==> src/rtl/stream_sorter.sv <==
// Batch insertion sorter: accepts N unsigned W-bit elements, keeps them sorted on arrival,
// then streams them out. Define STREAM_SORTER_ASCEND_EN to emit min-first instead of max-first.
module stream_sorter #(
    parameter int unsigned W  = 4,
    parameter int unsigned N  = 4,
    localparam int unsigned CW = $clog2(N + 1),
    localparam int unsigned IW = $clog2(N)
) (
    input  logic           clk,
    input  logic           rst_n,
    input  logic           flush,
    input  logic           in_valid,
    output logic           in_ready,
    input  logic [W-1:0]   in_data,
    output logic           out_valid,
    input  logic           out_ready,
    output logic [W-1:0]   out_data,
    output logic [N*W-1:0] out_word,
    output logic [CW-1:0]  count
);

    typedef enum logic [0:0] {
        S_LOAD  = 1'b0,
        S_DRAIN = 1'b1
    } state_t;

    state_t        r_state;
    logic [W-1:0]  r_buf [N];
    logic [CW-1:0] r_count;
    logic [CW-1:0] r_idx;
    logic          r_in_ready;
    logic          r_out_valid;
    logic [W-1:0]  r_out_data;

    logic [CW-1:0] w_pos;
    logic [W-1:0]  w_ins [N];

    // Map drain index to buffer slot; buffer is always held descending.
    function automatic logic [IW-1:0] f_sel(input logic [CW-1:0] idx);
`ifdef STREAM_SORTER_ASCEND_EN
        return IW'(N - 1) - IW'(idx);
`else
        return IW'(idx);
`endif
    endfunction

    // Insert position is past every held element >= in_data, so equal values keep arrival order.
    always_comb begin
        w_pos = '0;
        for (int i = 0; i < N; i++) begin
            if ((CW'(i) < r_count) && (r_buf[i] >= in_data)) begin
                w_pos = w_pos + CW'(1);
            end
        end
        w_ins[0] = (w_pos == '0) ? in_data : r_buf[0];
        for (int i = 1; i < N; i++) begin
            w_ins[i] = r_buf[i];
            if (CW'(i) == w_pos) begin
                w_ins[i] = in_data;
            end else if ((CW'(i) > w_pos) && (CW'(i) <= r_count)) begin
                w_ins[i] = r_buf[i-1];
            end
        end
    end

    always_ff @(posedge clk or negedge rst_n) begin
        if (!rst_n) begin
            r_state     <= S_LOAD;
            r_count     <= '0;
            r_idx       <= '0;
            r_in_ready  <= 1'b1;
            r_out_valid <= 1'b0;
            r_out_data  <= '0;
            for (int i = 0; i < N; i++) begin
                r_buf[i] <= '0;
            end
        end else if (flush) begin
            r_state     <= S_LOAD;
            r_count     <= '0;
            r_idx       <= '0;
            r_in_ready  <= 1'b1;
            r_out_valid <= 1'b0;
            r_out_data  <= r_buf[f_sel('0)];
        end else begin
            case (r_state)
                S_LOAD: begin
                    if (in_valid) begin
                        for (int i = 0; i < N; i++) begin
                            r_buf[i] <= w_ins[i];
                        end
                        r_out_data <= w_ins[f_sel('0)];
                        r_idx      <= '0;
                        if (r_count == CW'(N - 1)) begin
                            r_state     <= S_DRAIN;
                            r_count     <= CW'(N);
                            r_in_ready  <= 1'b0;
                            r_out_valid <= 1'b1;
                        end else begin
                            r_count <= r_count + CW'(1);
                        end
                    end
                end
                S_DRAIN: begin
                    if (out_ready) begin
                        if (r_count == CW'(1)) begin
                            r_state     <= S_LOAD;
                            r_count     <= '0;
                            r_idx       <= '0;
                            r_in_ready  <= 1'b1;
                            r_out_valid <= 1'b0;
                            r_out_data  <= r_buf[f_sel('0)];
                        end else begin
                            r_idx      <= r_idx + CW'(1);
                            r_count    <= r_count - CW'(1);
                            r_out_data <= r_buf[f_sel(r_idx + CW'(1))];
                        end
                    end
                end
                default: begin
                    r_state <= S_LOAD;
                end
            endcase
        end
    end

    // Packed view: slot 0 (largest) lands in the top nibble.
    always_comb begin
        for (int i = 0; i < N; i++) begin
            out_word[(N-i)*W-1 -: W] = r_buf[i];
        end
    end

    assign in_ready  = r_in_ready;
    assign out_valid = r_out_valid;
    assign out_data  = r_out_data;
    assign count     = r_count;

endmodule
==> config.mk <==
export PLATFORM = sky130hd
export DESIGN_NAME = stream_sorter
export DESIGN_NICKNAME = d
export VERILOG_FILES = /design/src/rtl/stream_sorter.sv
export SDC_FILE = /design/constraint.sdc
export NUM_CORES = 1
export LEC_CHECK = 0
export CORE_ASPECT_RATIO = 1.75
export CORE_MARGIN = 10
export CORE_UTILIZATION = 61
export CTS_BUF_LIST = sky130_fd_sc_hd__clkbuf_2
export CTS_CLUSTER_DIAMETER = 100
export DETAILED_ROUTE_END_ITERATION = 8
export GPL_TIMING_DRIVEN = 1
export HOLD_SLACK_MARGIN = 0.06
export PLACE_DENSITY = 0.87
export SYNTH_ARGS = -nofsm -noshare
export SYNTH_HDL_FRONTEND = slang
export SYNTH_SLANG_ARGS = --single-unit
==> constraint.sdc <==
create_clock -name clk -period 11.3 [get_ports clk]
set_input_delay 2.26 -clock clk [delete_from_list [all_inputs] [get_ports clk]]
set_output_delay 2.26 -clock clk [all_outputs]
set_load 0.02 [all_outputs]
Yosys cells after proc, flatten, opt, wreduce, memory -nomap -nowiden
Cells that the tools add are included.

word-level totals
  logic and storage cells = 108
  bits in registers = 29
  input port bits = 9
  output and inout port bits = 25

cells by class
  reductions and logical operators = 17
  equality and inequality tests = 9
  mux-type cells = 48
  magnitude comparators = 15
  add/sub/neg operators = 6
  bitwise operators = 3

operators by type and width
  cell                                                                             number
  4-bit 2-to-1 mux                                                                 13
  3-bit 2-to-1 mux                                                                 12
  4-bit greater-or-equal comparator                                                4
  1-bit 2-to-1 mux                                                                 16
  4-bit AND reduction                                                              4
  3-bit by 1-bit adder with 3-bit output, second input constant                    5
  3-bit one-hot mux with 2 select lines                                            2
  3-bit != test, second input constant                                             3
  4-bit binary-select mux with 2-bit select                                        1
  4-bit one-hot mux with 2 select lines                                            1
  1-bit logical AND                                                                7
  2-bit by 3-bit == test with 1-bit output, first input constant                   2
  2-bit by 3-bit greater-than comparator with 1-bit output, first input constant   2
  2-bit by 3-bit less-or-equal comparator with 1-bit output, first input constant  2
  1-bit by 3-bit < comparator with 1-bit output, first input constant              2
  2-bit by 3-bit < comparator with 1-bit output, first input constant              2
  1-bit one-hot mux with 2 select lines                                            3
  2-bit nonzero test                                                               3
  1-bit by 3-bit == test with 1-bit output, first input constant                   1
  3-bit by 1-bit == test with 1-bit output, second input constant                  1
  3-bit by 2-bit == test with 1-bit output, second input constant                  1
  3-bit greater-or-equal comparator, second input constant                         1
  1-bit by 3-bit greater-than comparator with 1-bit output, first input constant   1
  1-bit by 3-bit less-or-equal comparator with 1-bit output, first input constant  1
  other kinds (7)                                                                  8

Logic depth before layout (Yosys ltp)
  depth in word-level cells = 14
  depth in mapped cells = 18
  mapped depth without buffers = 18

Worst setup path before layout
OpenSTA, ideal clock, no wires.

  path type = input port to flip-flop
  start point = input port in_data[0]
  end point = register r_buf (netlist bit out_word[12])
  data arrival time = 5.651 ns
  buffers on the path = 0
  required time = 11.175 ns
  path slack = 5.524 ns
  library setup time = 0.125 ns
  stages on the path = 17
  cell sequence = ha_1 -> nand2b_1 -> a21o_1 -> a21o_1 -> a21oi_1 -> or2_2 -> inv_1 -> ha_1 -> nor2b_1 -> a221oi_4 -> inv_2 -> ha_1 -> a21bo_2 -> nand4b_1 -> o22ai_4 -> nand2_4 -> mux2_4

on the way
  cells in the longest elaborated chain, start to end = 11
  elaborated cells between the ends (all ways) = 17
  classes of those cells = add/sub: 3; order compare: 4; mux: 5; reduce/logical: 5

RTL lines
  item                                    RTL line  source
  start: declaration                      14        input logic [W-1:0] in_data,
  4-bit greater-or-equal comparator       51        if ((CW'(i) < r_count) && (r_buf[i] >= in_data)) begin
  1-bit logical AND                       51
  1-bit 2-to-1 mux                        51
  3-bit by 1-bit adder with 3-bit output  52        w_pos = w_pos + CW'(1);
  3-bit 2-to-1 mux                        51
  3-bit by 1-bit adder with 3-bit output  52
  3-bit 2-to-1 mux                        51
  3-bit by 1-bit adder with 3-bit output  52
  3-bit 2-to-1 mux                        51
  3-bit logical NOT                       55        w_ins[0] = (w_pos == '0) ? in_data : r_buf[0];
  4-bit 2-to-1 mux *                      55
  end signal: indexed assignment          89        r_buf[i] <= w_ins[i];
  end: declaration                        28        logic [W-1:0] r_buf [N];

Mark *: on every way between the ends. The rest lies on a longest branch, timed or not.
A chain may end at the register's enable or synchronous reset.

Final worst setup path
  start point = input port in_data[0]
  end point = register r_buf (netlist bit out_word[4])

on the way
  cells in the longest elaborated chain, start to end = 13
  elaborated cells between the ends (all ways) = 21
  classes of those cells = add/sub: 3; order compare: 5; eq/ne: 1; mux: 5; reduce/logical: 7

RTL lines
  item                                                      RTL line  source
  4-bit greater-or-equal comparator                         51
  1-bit logical AND                                         51
  1-bit 2-to-1 mux                                          51
  3-bit by 1-bit adder with 3-bit output                    52
  3-bit 2-to-1 mux                                          51
  3-bit by 1-bit adder with 3-bit output                    52
  3-bit 2-to-1 mux                                          51
  3-bit by 1-bit adder with 3-bit output                    52
  3-bit 2-to-1 mux                                          51
  2-bit by 3-bit greater-than comparator with 1-bit output  60        end else if ((CW'(i) > w_pos) && (CW'(i) <= r_count)) begin
  1-bit logical AND                                         60
  2-bit nonzero test (no source line)                       n/a
  4-bit AND reduction (no source line)                      n/a

Parallel ways exist; a longest one is shown, timed or not.

==> metrics.txt <==
# TYPE chip_impl_metric gauge
chip_impl_info{name="outcome",value="completed"} 1
chip_impl_info{name="unrepaired_setup_endpoints_after_global_routing",value="no"} 1
chip_impl_metric{name="p_sw_frac",unit=""} 0.4705
chip_impl_metric{name="avgViaCountPerCell",unit=""} 6.333
chip_impl_metric{name="numPortBuffers",unit=""} 33
chip_impl_info{name="timing.critical_path.mode_cell",value="ha_1"} 1
chip_impl_metric{name="numPlacedInstances",unit=""} 320
chip_impl_metric{name="flow.area_growth_from_synthesis",unit="%"} 17.74
chip_impl_metric{name="clk-insertion-delay-late",unit="ns"} 0.41
chip_impl_metric{name="cts_inserted_buffers",unit=""} 3
chip_impl_metric{name="floorplan.io_pins",unit=""} 34
chip_impl_metric{name="slew-limit-headroom",unit=""} 0.4488
chip_impl_info{name="synth_most_common_cell",value="dfrtp_1"} 1
chip_impl_metric{name="synth-async-reset-ratio",unit=""} 1.000
chip_impl_metric{name="post-route-period-util",unit=""} 0.5731
chip_impl_metric{name="detailedPlacementHpwl",unit="microns"} 4786
chip_impl_metric{name="p_total",unit="uW"} 751.8
chip_impl_metric{name="netlist_instances",unit=""} 247
chip_impl_metric{name="cp.required",unit="ns"} 11.65
chip_impl_metric{name="finalMaxSlewViolations",unit=""} 0
chip_impl_info{name="endpoint_kind",value="flip-flop"} 1
chip_impl_metric{name="timing.final.crit_period",unit="ns"} 6.476
chip_impl_metric{name="synthesis.area_per_instance",unit="sq um"} 9.336
chip_impl_info{name="timing_worst_setup_path_type",value="in -> reg"} 1
chip_impl_metric{name="totalWireLength",unit="microns"} 6209
chip_impl_metric{name="max_freq",unit="MHz"} 154.4
chip_impl_info{name="cp-start-kind",value="input pin"} 1
chip_impl_metric{name="power.clock.fraction",unit=""} 0.085
chip_impl_metric{name="cellPowerDensity",unit="mW/mm^2"} 276.9
chip_impl_metric{name="tritonroute_pass_1_iters",unit=""} 4
chip_impl_info{name="cts_tree",value="done"} 1
chip_impl_metric{name="gp_congestion",unit=""} 0.9231
chip_impl_metric{name="floorplan.die_area",unit="sq mm"} 0.006736
chip_impl_metric{name="crit_path_max_fanout",unit=""} 9
chip_impl_info{name="timing.hold.worst.start",value="out_valid"} 1
chip_impl_metric{name="die-height",unit="microns"} 101.3
chip_impl_metric{name="ys_seq_elements",unit=""} 28
chip_impl_metric{name="grt_start_max_net_pins",unit=""} 29
chip_impl_metric{name="multi_input_comb_area",unit="sq mm"} 0.001513
chip_impl_metric{name="cap_viol_max_count",unit=""} 0
chip_impl_metric{name="reg2reg_setup_slack",unit="ns"} 6.82
chip_impl_metric{name="finalHoldViolations",unit=""} 0
chip_impl_metric{name="clock_sinks",unit=""} 28
chip_impl_metric{name="intPower",unit="uW"} 398.1
chip_impl_metric{name="synth_warnings",unit=""} 0
chip_impl_metric{name="synth_fp_nets",unit=""} 279
chip_impl_metric{name="netlist_area",unit="sq mm"} 0.002306
chip_impl_metric{name="cts-htree-levels",unit=""} 1
chip_impl_metric{name="share_of_post_route_cells_with_drive_strength_above_1",unit=""} 0.1223
chip_impl_metric{name="sequential_to_total_area_share_from_yosys_stat",unit=""} 0.3044
chip_impl_info{name="ys_top_cells_by_count",value="dfrtp_1, ha_1, nor2_1"} 1
chip_impl_metric{name="synth_enable_flop_cells",unit=""} 0
chip_impl_info{name="hold-path-endpoint",value="out_valid"} 1
chip_impl_metric{name="final.setup_skew",unit="ns"} 0.02874
chip_impl_metric{name="post_cts_hold_buffer_count",unit=""} 0
chip_impl_metric{name="floorplan.core_area",unit="sq mm"} 0.003628
chip_impl_metric{name="postCtsSetupBuffers",unit=""} 0
chip_impl_metric{name="finish.cell_count_without_fillers",unit=""} 324
chip_impl_info{name="regToRegEndpoint",value="out_word[4]"} 1
chip_impl_metric{name="hold_depth",unit=""} 1
chip_impl_info{name="rr_startpoint",value="out_word[12]"} 1
chip_impl_metric{name="setup_viol",unit=""} 0
chip_impl_metric{name="groute.usage.overall",unit=""} 0.1888
chip_impl_info{name="slowest_stage",value="clkdlybuf4s50_1"} 1
chip_impl_info{name="leading_area_contributor_after_synthesis",value="dfrtp_1"} 1
chip_impl_metric{name="final_core_util",unit=""} 0.7483
chip_impl_info{name="holdCritPathClass",value="reg -> reg"} 1
chip_impl_metric{name="antenna_found_initial",unit=""} 0
chip_impl_metric{name="worst-slew-pin-transition",unit="ns"} 0.8219
chip_impl_metric{name="drt_drc_violations_left",unit=""} 0
chip_impl_metric{name="reg2reg_depth",unit=""} 17
chip_impl_metric{name="vdd_ir_drop_max",unit="V"} 0.0002060
chip_impl_metric{name="std_cell_rows",unit=""} 29
chip_impl_metric{name="postCtsResizedCells",unit=""} 0
chip_impl_metric{name="power.share.combinational",unit=""} 0.659
chip_impl_metric{name="chipWidth",unit="microns"} 66.48
chip_impl_metric{name="clk_pin_slew_worst_paths",unit="ns"} 0.31
chip_impl_metric{name="grt_first_pass_wirelength",unit="microns"} 10110
chip_impl_metric{name="share_of_the_synthesized_area_in_the_top_cell_type",unit=""} 0.2930
chip_impl_metric{name="critical_path_arrival",unit="ns"} 6.83
chip_impl_metric{name="dr_total_vias",unit=""} 2052
chip_impl_metric{name="globalRouteOverflowTotal",unit=""} 0
chip_impl_info{name="worstPathCellList",value="clkdlybuf4s50_1 -> ha_1 -> nand2b_1 -> a21o_1 -> a21o_1 -> a21oi_1 -> or2_2 -> inv_1 -> ha_1 -> nor2b_1 -> a221oi_4 -> inv_2 -> ha_1 -> a21bo_2 -> nand4b_1 -> a21oi_1 -> nand2b_2 -> o221a_2"} 1
chip_impl_metric{name="cts.path.max_buffers",unit=""} 2
chip_impl_metric{name="fillers",unit=""} 274
chip_impl_metric{name="synth.distinct_cells",unit=""} 61
chip_impl_metric{name="grt_pass1_vias",unit=""} 2101
chip_impl_info{name="netlist_top_cells_area",value="dfrtp_1, ha_1, a21oi_1"} 1
chip_impl_metric{name="postRouteAntennaNets",unit=""} 0
chip_impl_metric{name="wire_per_inst",unit="microns"} 19.16
chip_impl_metric{name="seq_power_share",unit=""} 0.255
chip_impl_metric{name="power.switching",unit="uW"} 353.7
chip_impl_metric{name="setup_total_neg_slack",unit="ns"} 0
chip_impl_metric{name="seqCellArea",unit="sq um"} 701.9
chip_impl_info{name="synth_ff_type",value="dfrtp_1"} 1
chip_impl_metric{name="leakage",unit="nW"} 1.192
chip_impl_metric{name="critPathMaxStageDelay",unit="ns"} 0.69
chip_impl_metric{name="diodes",unit=""} 0
chip_impl_metric{name="drt_first_iter_violations",unit=""} 156
chip_impl_metric{name="layout_nets",unit=""} 311
chip_impl_info{name="cts.root.buffer_cell",value="clkbuf_2"} 1
chip_impl_metric{name="floorplan.initialDensity",unit=""} 0.6355
flip-flops by register name, summed over array words and instances (netlist names):
name       cells
out_word      16
out_data       4
count          3
r_idx          2
in_ready       1
out_valid      1
r_state        1
final cells by class:
class	count	share of cell area
tap	46	0.02120
inverter	16	0.02212
clock buffer	3	0.005530
multi-input combinational	196	0.5571
clock inverter	1	0.01106
timing repair buffer	34	0.1244
sequential	28	0.2585
how the worst max path moves through the flow:
stage               cells after the start            to       start
detailed placement                     17   out_word[6]  in_data[0]
global placement                       18   out_word[4]  in_data[0]
global route                           18   out_word[4]  in_data[0]
floorplan                              17  out_word[12]  in_data[0]
finish                                 18   out_word[4]  in_data[0]
CTS                                    17   out_word[4]  in_data[0]
power by group through the flow:
| stage | combinational [mW] | clock, mW | sequential (mW) |
|---|---|---|---|
| CTS | 0.497 | 0.0639 | 0.190 |
| global route | 0.535 | 0.0691 | 0.197 |
| global placement | 0.480 | 0 | 0.192 |
| detailed placement | 0.494 | 0 | 0.192 |
| floorplan | 0.307 | 0 | 0.220 |
| finish | 0.496 | 0.0642 | 0.192 |
through the flow:
step	hold slack [ns]	instance area (sq um)	setup WS (ns)
after floorplan	0.5316	2306	5.524
after global placement	0.4832	2670	4.554
after detailed placement	0.4813	2670	4.462
after CTS	0.5466	2715	4.868
after global routing	0.5755	2715	4.630
final	0.5528	2715	4.824
worst max-delay path: cells and delay by family:
kind,cells,cell delay [ns]
AOI/OAI and AO/OA,7,1.88
adders and majority gates,3,0.87
buffers and inverters,3,0.88
and+or+nand+nor,5,0.94
metal layers:
| layer | GRT usage | part of all wire |
|---|---|---|
| met2 | 0.3220 | 0.52 |
| met3 | 0.03536 | 0.047 |
| met4 | 0.08914 | 0.034 |
| met5 | 0 | 0 |
| met1 | 0.2181 | 0.40 |
cells by family after synthesis:
family / after synthesis / synth area share
adders and majority gates: 23 / 0.1248
AOI/OAI and AO/OA: 83 / 0.2767
DFF: 28 / 0.3044
buffers and inverters: 23 / 0.03960
and+or+nand+nor: 75 / 0.1731
muxes: 13 / 0.06566
xor gates and xnor gates: 2 / 0.01574
cells in the final DEF (no fill, tap or decap), drive strengths merged, types with 2 or more instances in the layout:
master,n
a21o,7
a21oi,19
a221oi,6
a41oi,4
and3,3
clkbuf,3
clkdlybuf4s50,33
dfrtp,27
ha,23
inv,16
mux2,5
mux2i,8
nand2,16
nand2b,7
nand3,10
nor2,21
nor2b,4
nor3,2
nor3b,3
o211ai,2
o21ai,20
o221a,4
o22ai,5
o311ai,4
o32a,2
or2,3
xnor2,2
(Power assumes the default switching activity.)
